## config.mk

```make
export PLATFORM = sky130hd
export DESIGN_NAME = serial_adder
export DESIGN_NICKNAME = d
export VERILOG_FILES = /design/src/rtl/serial_adder.sv
export SDC_FILE = /design/constraint.sdc
export NUM_CORES = 1
export LEC_CHECK = 0
export ABC_AREA = 1
export BUFFER_PORTS_ARGS = -buffer_cell sky130_fd_sc_hd__buf_2
export CAP_MARGIN = 10
export CORE_AREA = 3 3 67 75
export DETAILED_ROUTE_END_ITERATION = 7
export DIE_AREA = 0 0 70 78
export SYNTH_ARGS = -nofsm -noshare
export SYNTH_HDL_FRONTEND = slang
export SYNTH_SLANG_ARGS = --single-unit
```

## constraint.sdc

```tcl
create_clock -name clk -period 1.3 [get_ports clk]
set_clock_uncertainty 0.1 [all_clocks]
set_input_delay 0.195 -clock clk [delete_from_list [all_inputs] [get_ports clk]]
set_output_delay 0.195 -clock clk [all_outputs]
set_load 0.01 [all_outputs]
```

## src/rtl/serial_adder.sv

```systemverilog
// rtl/serial_adder.sv - bit-serial adder/subtractor with start/done handshake
module serial_adder #(
  parameter int WIDTH = 8
) (
  input  logic             clk,
  input  logic             rst,
  input  logic             start,
  input  logic             sub,
  input  logic [WIDTH-1:0] A,
  input  logic [WIDTH-1:0] B,
  output logic             busy,
  output logic             done,
  output logic [WIDTH-1:0] S,
  output logic             C,
  output logic             V
);

  localparam int CW = $clog2(WIDTH);
  localparam logic [CW-1:0] LAST = CW'(WIDTH - 1);

  typedef enum logic [1:0] {IDLE, RUN, DONE} state_t;

  state_t           state, state_nxt;
  logic [WIDTH-1:0] ra, rb, acc;
  logic             carry;
  logic [CW-1:0]    cnt;
  logic             sum_bit, carry_out, accept;

  always_comb begin
    sum_bit   = ra[0] ^ rb[0] ^ carry;
    carry_out = (ra[0] & rb[0]) | (ra[0] & carry) | (rb[0] & carry);
    accept    = (state != RUN) && start;
  end

  always_ff @(posedge clk) begin
    if (rst) state <= IDLE;
    else     state <= state_nxt;
  end

  always_comb begin
    state_nxt = state;
    case (state)
      IDLE:    if (start) state_nxt = RUN;
      RUN:     if (cnt == LAST) state_nxt = DONE;
      DONE:    state_nxt = start ? RUN : IDLE;
      default: state_nxt = IDLE;
    endcase
  end

  assign busy = (state == RUN);
  assign done = (state == DONE);

  // Subtraction folds into addition: invert B once at accept, seed carry with 1.
  always_ff @(posedge clk) begin
    if (rst) begin
      ra    <= '0;
      rb    <= '0;
      acc   <= '0;
      carry <= 1'b0;
      cnt   <= '0;
      S     <= '0;
      C     <= 1'b0;
      V     <= 1'b0;
    end else if (accept) begin
      ra    <= A;
      rb    <= sub ? ~B : B;
      carry <= sub;
      cnt   <= '0;
    end else if (state == RUN) begin
      ra    <= ra >> 1;
      rb    <= rb >> 1;
      carry <= carry_out;
      acc   <= {sum_bit, acc[WIDTH-1:1]};
      cnt   <= cnt + 1'b1;
      if (cnt == LAST) begin
        // carry still holds the carry into the MSB on this edge
        S <= {sum_bit, acc[WIDTH-1:1]};
        C <= carry_out;
        V <= carry ^ carry_out;
      end
    end
  end

endmodule
```

==> out/metrics.cfg <==
[status]
status=complete, but fails checks
violations=negative setup slack

[floorplanning]
dieArea_um2=5460
start_util_pct=40.0
dieWidth_um=70
dieHeight_um=78
ioPinCount=32
row_count=25
coreArea_um2=4320

[drt]
drt-initial-drc-count=77
drt-pass1-iter-count=4
wirelength_mm=3.96
drtAntennaViolNets=0
drc_errors=0
wl_per_cell_um=11.9
via_per_inst=4.77
vias=1578

[critical_path]
slowest_stage=dfxtp_2
critical_path.most_common_cell=ha_4
path_class=register to register
crit_fanout=5
critPathLaunchType=register
cp_slowest_stage_delay_ns=0.34
worstPathArrival_ns=1.44
crit_required_ns=1.40
critPathBufInv=2
crit_path_end_kind=register
path_cells=ha_4, ha_4, inv_2, nor2_4, buf_6, o21ai_0, nor2_1
cp_top_family=flip-flops

[yosys]
syn-num-nets=255
yosys_warnings=0
netlist_area_um2=1730
netlist_instances=232
ys_types=20
ys.flop_type=dfxtp_1
ys_seq_elements=39
synth_top_area_cell=dfxtp_1
synth_area_leaders=dfxtp_1 (45%), nand3_1 (10%), nand2_1 (10%)
synth_edf_count=0
ys_seq_area_share_pct=45.3
async_reset_ff_share_pct=0
synth_top_area_share_pct=45.3
syn_avg_cell_area_um2=7.44

[global_route]
grt_overflow=0
grt_pass1_vias=1400
antenna_found_initial=0
grt_max_degree=21
grt_pass1_wl_mm=6.43
track_usage_pct=14.9

[clocking]
ctsRootBufferMaster=clkbuf_8
cts_tree=done
clk_path_buf_depth=2
cts_buffers=5
ctsHtreeMaxLevel=2
clock_latency_ns=0.31
clk_pin_slew_ns=0.09
cts_hold_buf=0
cts.sinks=39

[sta]
fmax_mhz=745
setup_viol=7
fin_crit_ns=1.34
slew-limit-headroom_pct=79.7
drv_slew=0
hold_violations=0
final.period_utilization_pct=103
rsz0062_at_grt=true
setup_slack_ns=-0.0417
tightest_slew_ns=0.304
final.setup.tns_ns=-0.152

[placement]
gp_congestion=0.765
dp.final_hpwl_mm=2.62
io_buffers=31
placed_area_um2=2020
dp.cells=318

[cells_and_area]
drive_gt1_share_pct=29.6
final_area_um2=2310
final_cell_mix=nand2_1 (45), nor2_1 (40), dfxtp_1 (34)
fin_cells=331
area_delta_synth_final_pct=33.7
num_antenna_cells=0
finalNetCount=299
final_common_cell=nand2_1
post-route-util_pct=53.4

[job]
drv_cap=0

[pwr]
power_density_nw_per_um2=1270
p_leak_nw=1.10
irDropWorstVdd_mv=0.720

[min_path]
hold_path_class=input port to register

power by group:
part / switching (mW) / total, mW / internal [mW]
Sequential: 0.0401 / 1.30 / 1.26
Clock: 0.469 / 1.23 / 0.766
Combinational: 0.205 / 0.390 / 0.185
Total: 0.714 / 2.92 / 2.21
layout make-up:
cell class,count,area (µm²)
Sequential cell,39,790
Clock inverter,3,67.6
Fill cell,420,2010
Inverter,18,75.1
Clock buffer,5,68.8
Timing Repair inverter,1,7.51
Tap cell,54,67.6
Timing Repair Buffer,47,360
Multi-Input combinational cell,164,871
state kept, by name, indices dropped and copies added (netlist names):
| signal | cells |
|---|---|
| S | 8 |
| carry | 1 |
| C | 1 |
| rb | 8 |
| acc | 7 |
| V | 1 |
| ra | 8 |
| state | 2 |
| cnt | 3 |
per-layer routing:
layer / share of wire (%) / GRT usage, % / vias to the layer above
met5: 0 / 0 / -
met4: 1.9 / 6.32 / 0
met3: 4.7 / 4.40 / 5
met2: 47 / 24.1 / 33
met1: 46 / 18.4 / 718
li1: - / - / 822
worst paths after layout:
kind                        from                 end  slack (ns)  cells after the start
max          cnt[0]$_SDFFE_PP0P_   S[0]$_SDFFE_PP0P_       -0.04                      7
min                         A[7]  ra[7]$_SDFFE_PP0P_        0.04                      3
max reg2reg  cnt[0]$_SDFFE_PP0P_   S[0]$_SDFFE_PP0P_       -0.04                      7
min reg2reg   rb[7]$_SDFFE_PP0P_  rb[7]$_SDFFE_PP0P_        0.37                      2
kinds of logic (layout without fill, tap and decap cells):
group | after synthesis | count (layout) | share of synthesized area [%]
adder cells (fa/ha/maj) | 3 | 3 | 2.61
flip-flops | 39 | 39 | 45.3
buffers and inverters | 29 | 74 | 7.76
XOR/XNOR | 10 | 10 | 5.08
AND/OR/NAND/NOR | 129 | 129 | 32.1
AO/OA/AOI/OAI | 22 | 22 | 7.25
worst reg2reg max path: cells and delay by family, from the launching register on:
family	cells	cell delay (ns)
flip-flops	1	0.34
buffers and inverters	2	0.20
AO/OA/AOI/OAI	1	0.19
AND/OR/NAND/NOR	2	0.11
adder cells (fa/ha/maj)	2	0.31
Yosys cell counts, types with 2 or more instances:
library cell and n:
nor2_4 2, a211oi_2 2, dfxtp_1 39, a21oi_1 7, nand3_1 35, buf_2 5
xnor2_1 7, clkbuf_1 3, inv_1 15, xor2_1 3, nand2_1 46, o21ai_0 13
buf_6 2, ha_1 2, inv_2 3, nor2_1 44
timing repair:
action,in CTS,in global routing
setup buffers,3,0
gates resized for setup,21,12
endpoints found under the hold margin,0,0
pin swaps,5,2
gates cloned,1,1
setup endpoints to repair,12,15
through the flow:
stage	worst slack [ns]	power, mW	hold slack [ns]
floorplan	0.0331	1.55	0.168
detailed placement	-0.0794	1.68	0.351
CTS	-0.0274	2.90	0.0313
finish	-0.0417	2.92	0.0355
global placement	-0.0535	1.68	0.351
global route	-0.138	3.04	0.0353
Note: power is estimated with default switching activity, not from simulation.
